File: src/rtl/task_scheduler.sv
// task_scheduler
//   Priority scheduler for the task modules on the shared 16-bit op bus.
//   It samples every task's sorter word and picks the highest-priority ready
//   task, using round-robin order to break ties. It then issues Execute,
//   times a fixed slice and issues Finish execution. Between slices it
//   forwards host op words onto the same bus. Tasks that keep losing
//   arbitration are promoted through Increase-priority ops.
//
// Ports
//   CLK            system clock
//   RST_N          asynchronous active-low reset
//   enable         scheduling allowed; when low, the current slice completes
//                  and the scheduler then parks in IDLE
//   sorter_bus     NUM_TASKS x 8-bit slots: [7:4] task id, [3:0] priority;
//                  an all-zero slot means the task is not ready
//   host_op        host op word, same encoding as op_out
//   host_valid     host_op pending
//   host_ready     one-cycle pulse, high while host_op is driven on op_out
//   op_out         {4'h0, target id, opcode, argument}; 16'h0000 = no op
//   cur_task       id of the task in (or last in) slice
//   busy           high from DISPATCH through FINISH
//   dispatch_count number of Execute ops issued (wraps)
//
// SLICE_CYCLES must be at least 2. AGE_LIMIT is meaningful in 1..7.
module task_scheduler #(
  parameter int NUM_TASKS    = 8,
  parameter int SLICE_CYCLES = 10000,
  parameter int AGE_LIMIT    = 4
) (
  input  logic                   CLK,
  input  logic                   RST_N,
  input  logic                   enable,
  input  logic [NUM_TASKS*8-1:0] sorter_bus,
  input  logic [15:0]            host_op,
  input  logic                   host_valid,
  output logic                   host_ready,
  output logic [15:0]            op_out,
  output logic [3:0]             cur_task,
  output logic                   busy,
  output logic [31:0]            dispatch_count
);

  typedef enum logic [2:0] {
    IDLE, HOST, SCAN, AGE, DISPATCH, RUN, FINISH
  } state_t;

  localparam logic [3:0]  OP_EXEC   = 4'b0111;
  localparam logic [3:0]  OP_FINISH = 4'b1111;
  localparam logic [3:0]  OP_BUMP   = 4'b0101;
  // RUN lasts SLICE_CYCLES-1 cycles; the counter starts at 0.
  localparam logic [31:0] RUN_LAST  = 32'(SLICE_CYCLES - 2);

  function automatic logic [2:0] sat_age(input logic [2:0] a);
    return (a == 3'd7) ? a : a + 3'd1;
  endfunction

  function automatic logic [3:0] sat_prio(input logic [3:0] p);
    return (p == 4'hF) ? p : p + 4'h1;
  endfunction

  state_t      state;
  logic [3:0]  rr_ptr;
  logic [3:0]  win_idx;
  logic [3:0]  win_id;
  logic [31:0] slice_cnt;
  logic [2:0]  age [NUM_TASKS];

  logic                 scan_hit;
  logic [3:0]           scan_idx;
  logic [3:0]           scan_id;
  logic [NUM_TASKS-1:0] loser;
  logic [2:0]           age_inc [NUM_TASKS];
  logic                 bump_hit;
  logic [3:0]           bump_idx;
  logic [15:0]          bump_op;
  logic                 win_slot_zero;
  logic                 go_disp;
  logic [3:0]           disp_idx;
  logic [3:0]           disp_id;

  // Arbitration: walk the slots starting at rr_ptr; only a strictly higher
  // priority displaces the current best, so ties resolve to the first slot
  // met in round-robin order.
  always_comb begin
    int         idx;
    logic [7:0] slot;
    logic [3:0] best_prio;
    idx       = 0;
    slot      = '0;
    best_prio = '0;
    scan_hit  = 1'b0;
    scan_idx  = '0;
    scan_id   = '0;
    for (int k = 0; k < NUM_TASKS; k++) begin
      idx = int'(rr_ptr) + k;
      if (idx >= NUM_TASKS) idx = idx - NUM_TASKS;
      slot = sorter_bus[idx*8 +: 8];
      if (slot != 8'h00 && (!scan_hit || slot[3:0] > best_prio)) begin
        scan_hit  = 1'b1;
        scan_idx  = 4'(idx);
        scan_id   = slot[7:4];
        best_prio = slot[3:0];
      end
    end
  end

  // Starvation tracking: ready losers age by one; the lowest-index loser
  // whose new age reaches the limit is promoted.
  always_comb begin
    bump_hit      = 1'b0;
    bump_idx      = '0;
    bump_op       = '0;
    loser         = '0;
    win_slot_zero = 1'b0;
    for (int i = 0; i < NUM_TASKS; i++) begin
      age_inc[i] = sat_age(age[i]);
      loser[i]   = (sorter_bus[i*8 +: 8] != 8'h00) && (4'(i) != scan_idx);
      if (!bump_hit && loser[i] && int'(age_inc[i]) >= AGE_LIMIT) begin
        bump_hit = 1'b1;
        bump_idx = 4'(i);
        bump_op  = {4'h0, sorter_bus[i*8+4 +: 4], OP_BUMP,
                    sat_prio(sorter_bus[i*8 +: 4])};
      end
      if (4'(i) == win_idx) win_slot_zero = (sorter_bus[i*8 +: 8] == 8'h00);
    end
  end

  // DISPATCH is entered either straight from SCAN or after an AGE cycle;
  // in the latter case the winner comes from the latched copy.
  always_comb begin
    go_disp  = (state == SCAN && scan_hit && !bump_hit) || (state == AGE);
    disp_idx = (state == AGE) ? win_idx : scan_idx;
    disp_id  = (state == AGE) ? win_id  : scan_id;
  end

  // Outputs are registered and loaded on the transition into the state
  // that owns them, so each op sits on op_out exactly during that state.
  always_ff @(posedge CLK or negedge RST_N) begin
    if (!RST_N) begin
      state          <= IDLE;
      op_out         <= '0;
      host_ready     <= 1'b0;
      cur_task       <= '0;
      busy           <= 1'b0;
      dispatch_count <= '0;
      rr_ptr         <= '0;
      win_idx        <= '0;
      win_id         <= '0;
      slice_cnt      <= '0;
      for (int i = 0; i < NUM_TASKS; i++) age[i] <= '0;
    end else begin
      op_out     <= '0;
      host_ready <= 1'b0;
      case (state)
        IDLE: begin
          if (host_valid) begin
            op_out     <= host_op;
            host_ready <= 1'b1;
            state      <= HOST;
          end else if (enable) begin
            state <= SCAN;
          end
        end
        HOST: state <= enable ? SCAN : IDLE;
        SCAN: begin
          if (!scan_hit) begin
            state <= IDLE;
          end else begin
            win_idx <= scan_idx;
            win_id  <= scan_id;
            for (int i = 0; i < NUM_TASKS; i++) begin
              if (loser[i])
                age[i] <= (bump_hit && 4'(i) == bump_idx) ? 3'd0 : age_inc[i];
            end
            if (bump_hit) begin
              op_out <= bump_op;
              state  <= AGE;
            end
          end
        end
        AGE: ;
        DISPATCH: begin
          slice_cnt <= '0;
          state     <= RUN;
        end
        RUN: begin
          if (win_slot_zero || slice_cnt == RUN_LAST) begin
            op_out <= {4'h0, win_id, OP_FINISH, 4'h0};
            state  <= FINISH;
          end else begin
            slice_cnt <= slice_cnt + 32'd1;
          end
        end
        FINISH: begin
          busy <= 1'b0;
          if (host_valid) begin
            op_out     <= host_op;
            host_ready <= 1'b1;
            state      <= HOST;
          end else if (enable) begin
            state <= SCAN;
          end else begin
            state <= IDLE;
          end
        end
        default: state <= IDLE;
      endcase

      if (go_disp) begin
        op_out         <= {4'h0, disp_id, OP_EXEC, 4'h0};
        cur_task       <= disp_id;
        busy           <= 1'b1;
        dispatch_count <= dispatch_count + 32'd1;
        rr_ptr         <= (disp_idx == 4'(NUM_TASKS - 1)) ? 4'd0 : disp_idx + 4'd1;
        for (int i = 0; i < NUM_TASKS; i++) begin
          if (4'(i) == disp_idx) age[i] <= '0;
        end
        state <= DISPATCH;
      end
    end
  end

endmodule

File: config.mk
export PLATFORM = sky130hd
export DESIGN_NAME = task_scheduler
export DESIGN_NICKNAME = d
export VERILOG_FILES = /design/src/rtl/task_scheduler.sv
export SDC_FILE = /design/constraint.sdc
export NUM_CORES = 1
export LEC_CHECK = 0
export BUFFER_PORTS_ARGS = -buffer_cell sky130_fd_sc_hd__buf_2
export CORE_ASPECT_RATIO = 0.75
export CORE_MARGIN = 5
export CORE_UTILIZATION = 35
export CTS_BUF_LIST = sky130_fd_sc_hd__clkbuf_8 sky130_fd_sc_hd__clkbuf_16
export CTS_CLUSTER_DIAMETER = 30
export DETAILED_ROUTE_END_ITERATION = 6
export PLACE_DENSITY = 0.57
export REMOVE_ABC_BUFFERS = 1
export SYNTH_ARGS = -nofsm -noshare
export SYNTH_HDL_FRONTEND = slang
export SYNTH_SLANG_ARGS = --single-unit
File: constraint.sdc
create_clock -name CLK -period 39.9 [get_ports CLK]
set_input_delay 1.995 -clock CLK [delete_from_list [all_inputs] [get_ports CLK]]
set_output_delay 1.995 -clock CLK [all_outputs]
set_load 0.03 [all_outputs]
-- Word-level counts from Yosys, hierarchy flattened
Cells that the tools add are included.
- add/subtract/negate cells: 34
- order comparisons: 23
- eq/ne operators: 57
- shift operators: 8
- mux-type cells: 137
- reductions and logical operators: 99
- operators by type and width (kind ; count):
    $shiftx A64 B32 Y8 ; 8
    $mux W29 ; 8
    $mux W16 ; 11
    $mux W4 ; 40
    $reduce_bool A8 Y1 ; 16
    $mux W3 ; 38
    $mux W24 ; 3
    $add A32 B1 Y32 const B ; 2
    $logic_not A8 Y1 ; 8
    $pmux W32 S2 ; 1
    $eq A3 B4 Y1 const A ; 12
    $pmux W16 S3 ; 1
    $sub A5 B4 Y6 const B ; 7
    $logic_and A1 B1 Y1 ; 40
    $add A4 B1 Y4 const B ; 9
    $ge A5 B4 Y1 const B ; 7
    $eq A3 B3 Y1 const B ; 11
    $eq A32 B14 Y1 const B ; 1
    $eq A4 B4 Y1 const B ; 8
    $mux W32 ; 1
    $mux W1 ; 29
    $gt A4 B4 Y1 ; 7
    $add A3 B1 Y3 const B ; 8
    $eq A2 B4 Y1 const A ; 6
    28 further kinds ; 76
- register bits: 125
- output and inout port bits: 54
- word-level logic and storage cells: 376

-- Depth between registers and ports, before layout
- depth after elaboration: 73
- gate-level depth with buffers: 97

-- Worst setup path before layout
OpenSTA, ideal clock, no wires.
- path kind: input -> register
- from: input sorter_bus[19]
- to: register dispatch_count[18]
- setup time: 80 ps
- arrival: 15495 ps
- required time: 39820 ps
- setup slack: 24325 ps
- stages: 84
- cell sequence: clkbuf_1 > mux4_2 > nand2_1 > a21oi_1 > ha_1 > a21oi_1 > o21ai_0 > o21ai_0 > a21boi_0 > nor2_1 > buf_1 > mux2i_1 > ha_1 > nor2b_1 > o21a_1 > o21a_1 > o21a_1 > a31oi_1 > [... 48 more ...] > nand2b_1 > a21oi_1 > a41o_1 > nor2_1 > a21o_1 > clkbuf_2 > nor3_1 > a211o_1 > buf_2 > o211ai_1 > o21ba_2 > or3_4 > o31a_1 > buf_6 > or3_1 > buf_6 > nor2_4 > xor2_1
- cells in the longest elaborated chain, start to end: 66
- elaborated cells between the ends (all ways): 118
- those cells by class: order compare: 7; eq/ne: 7; shift: 8; mux: 31; reduce/logical: 65
- ends and longest elaborated chain (what ; RTL line ; text):
    from (decl) ; 33 ; input logic [NUM_TASKS*8-1:0] sorter_bus,
    $shiftx A64 B32 Y8 ; 97 ; slot = sorter_bus[idx*8 +: 8];
    $reduce_bool A8 Y1 ; 98 ; if (slot != 8'h00 && (!scan_hit || slot[3:0] > best_prio)) begin
    $mux W4 or $mux W1 (tied branches) ; 98 ;
    $gt A4 B4 Y1 or $logic_not A1 Y1 (tied branches) ; 98 ;
    $logic_or A1 B1 Y1 ; 98 ;
    $logic_and A1 B1 Y1 ; 98 ;
    $mux W4 or $mux W1 (tied branches) ; 98 ;
    $gt A4 B4 Y1 or $logic_not A1 Y1 (tied branches) ; 98 ;
    [... 48 more ...] ; - ;
    $logic_and A1 B1 Y1 (2 in series) ; 118 ; if (!bump_hit && loser[i] && int'(age_inc[i]) >= AGE_LIMIT) begin
    $mux W1 ; 118 ;
    $logic_not A1 Y1 ; 118 ;
    $logic_and A1 B1 Y1 (2 in series) ; 118 ;
    $mux W1 ; 118 ;
    $logic_not A1 Y1 ; 131 ; go_disp = (state == SCAN && scan_hit && !bump_hit) || (state == AGE);
    $logic_and A1 B1 Y1 * ; 131 ;
    $logic_or A1 B1 Y1 * ; 131 ;
    to (signal assigned) ; 213 ; dispatch_count <= dispatch_count + 32'd1;
    to (decl) ; 40 ; output logic [31:0] dispatch_count
Mark *: on every way between the ends. The rest lies on a longest branch, timed or not.
A chain may end at the register's enable or synchronous reset.

-- Final worst setup path
- from: register rr_ptr[0]
- to: register age[14] (netlist bit)
- cells in the longest elaborated chain, start to end: 73
- elaborated cells between the ends (all ways): 165
- those cells by class: add/sub: 15; order compare: 15; eq/ne: 9; shift: 8; mux: 53; reduce/logical: 65
- ends and longest elaborated chain (what ; RTL line ; text):
    from (decl) ; 62 ; logic [3:0] rr_ptr;
    from (signal assigned) ; 214 ; rr_ptr <= (disp_idx == 4'(NUM_TASKS - 1)) ? 4'd0 : disp_idx + 4'd1;
    parallel branches: the longest is 72 deep, another holds $sub A5 B4 Y6 ; - ;
    $mux W24 * ; 209 ; if (go_disp) begin
    to (signal, indexed assignment) ; 173 ; age[i] <= (bump_hit && 4'(i) == bump_idx) ? 3'd0 : age_inc[i];
    to (decl) ; 66 ; logic [2:0] age [NUM_TASKS];
Every way passes the cells marked *.

==> impl_metrics.tcl <==
set metrics [dict create \
    synth_top_family_by_area "simple AND/OR/NAND/NOR gates" \
    grt-ovfl-total 0 \
    max_stage_delay_ps 900 \
    wirelength_mm 53.09 \
    grt_setup_unrepaired "no" \
    synth_compound_area_share_pct 20.27 \
    yosys.area.top_type_share_pct 22.85 \
    cts_sinks 125 \
    finalSetupViolCount 0 \
    postCtsSetupRepairBufs 0 \
    worst_path_max_delay_cell "a21oi_1" \
    reg2reg_slack_ps 21540 \
    insertion_delay_ps 410 \
    tns_ps 0 \
    path_max_fanout 44 \
    first_pass_iters 6 \
    place_hpwl_mm 40.87 \
    grt_max_degree 82 \
    drive_gt1_share_pct 19.62 \
    crit_end "age[14]" \
    slew_headroom_pct 21.84 \
    synth_area_um2 13690 \
    synthMuxAreaShare_pct 16.77 \
    core_um2 38480 \
    nets 1835 \
    grt_pass1_wl_mm 80.74 \
    drt-vias-per-instance 6.217 \
    grt_usage_pct 23.97 \
    drtIter0Drc 1660 \
    die_h_um 181.3 \
    clkSlewWorstSetupHoldPaths_ps 60 \
    required_ps 40130 \
    whs_path_depth 1 \
    hold_path.class "flip-flop to flip-flop" \
    portBuffers 137 \
    grt_pass1_vias 12840 \
    synthAdderAreaFrac_pct 7.313 \
    path_common_cell "a21oi_1" \
    initial_core_util_pct 35.57 \
    die_x_um 238.3 \
    place.gp.congestion 1.027 \
    synth_cell_types 101 \
    synth_top_area_cell "dfrtp_1" \
    ctsLongestPathBuffers 2 \
    synth-seq-area-share_pct 22.85 \
    path_class "flip-flop to flip-flop" \
    worst_setup_path_end_kind "flip-flop" \
    grt_use_met3_pct 8.672 \
    syn_inst 1591 \
    synth_flop_cell "dfrtp_1" \
    avgSynthCellArea_um2 8.603 \
    synth-async-reset-ratio_pct 100.0 \
    skew_ps 10.97 \
    r2r_cells 76 \
    ctsResizeCount 0 \
    reg2reg_to "age[14]" \
    synth_edf_count 0 \
    r2r_start "rr_ptr[0]" \
    syn2layout_area_growth_pct 12.20 \
    crit_arrival_ps 18600 \
    ctsHoldBuffers 0 \
    io_pins 138 \
    top_usage_layer "met1" \
    max_cap_viol_count 0 \
    synthSimpleGateAreaFrac_pct 22.51 \
    finalHoldViolCount 0 \
    cts_htree_levels 4 \
    synth-seq-cells 125 \
    synth_xor_area_share_pct 4.927 \
    route.detailed.wl_per_inst_um 24.19 \
    worst_pin_slew_ps 1168 \
    startpoint_type "flip-flop" \
    cts_tree "yes" \
    ant_nets 0 \
    drc 0 \
    final_max_slew_viol_count 0 \
    antenna_found_initial 2 \
    fmax_ghz 0.05445 \
    die_area_um2 43200 \
    num_rows 62 \
    num_vias 13650 \
    cts_buffers 17 \
    synthTopCellsByArea "dfrtp_1 23%, mux4_2 12%, ha_1 7.3%, nand2_1 5.2%, a21oi_1 4.2%" \
    root_buffer "clkbuf_16" \
    min_period_ps 18360 \
    ys_warn_count 0 \
    grt_use_met1_pct 35.47 \
    critPathLaunch "rr_ptr[0]" \
    final.period_utilization_pct 46.03 \
    final_common_cell "nand2_1" \
    grt_use_met2_pct 33.10 \
    status "complete, no violations" \
    layout_common_cells "189 x nand2_1, 136 x buf_2, 132 x nor2_1, 123 x dfrtp_1, 116 x a21oi_1" \
]
metal layers:
metal | share of wire, % | vias to the layer above
met1 | 45 | 6596
met5 | 0.024 | -
li1 | - | 6124
met2 | 41 | 821
met3 | 12 | 104
met4 | 2.3 | 2
cells in the mapped netlist (43+ instances only):
library cell and n:
nand2_1 189, nor2_1 133, dfrtp_1 125, a21oi_1 116, ha_1 80, mux4_2 72, o21ai_0 72, clkbuf_1 54
inv_1 54, mux2i_1 50, nand3_1 50, nor3_1 43
sequential cells by signal (all words and copies together), names as in the netlist:
register        cells
age                24
dispatch_count     32
op_out             16
win_idx             4
state               3
cur_task            4
rr_ptr              4
host_ready          1
busy                1
slice_cnt          32
win_id              4
per-stage QoR:
step	hold slack [ps]	setup WS, ps	util [%]	instance area (um2)	std cells
global placement	458.0	22110	38.23	14710	2164
floorplan	472.4	21270	-	13160	1491
detailed placement	465.1	21670	38.23	14710	2164
global route	497.5	19860	39.91	15360	2195
finish	473.7	21540	39.91	15360	2195
CTS	472.8	21810	39.91	15350	2194
cell type report:
class / instances / area, um2
clock buffer: 18 / 439.2
inverter: 56 / 210.2
antenna: 1 / 2.502
timing repair buffer: 161 / 872.1
multi-input combinational: 1310 / 9852
clock inverter: 12 / 205.2
tap: 512 / 640.6
fill: 3910 / 23120
sequential: 125 / 3136
how the worst min path moves through the flow:
stage / from / endpoint / slack, ps
after floorplan: win_id[0] / win_id[0] / 470
after global placement: dispatch_count[31] / dispatch_count[31] / 460
after detailed placement: dispatch_count[31] / dispatch_count[31] / 470
after CTS: dispatch_count[31] / dispatch_count[31] / 470
after global routing: dispatch_count[13] / dispatch_count[13] / 500
final: dispatch_count[31] / dispatch_count[31] / 470
worst max-delay path: cells and delay by family (launching register included):
family                     cells  cell delay (ps)
AOI/OAI and AO/OA             35             8310
adders and majority gates      8             2560
DFF                            1              800
muxes                          3             1310
buffers and inverters          4              900
and+or+nand+nor               26             4230
kinds of logic after synthesis:
group,count (synthesis)
xor gates and xnor gates,77
and+or+nand+nor,610
AOI/OAI and AO/OA,407
adders and majority gates,80
DFF,125
buffers and inverters,156
muxes,136
Power is left out: the tool's default activity adds up to more than one toggle a clock period on the data nets, which glitch-free logic cannot reach.
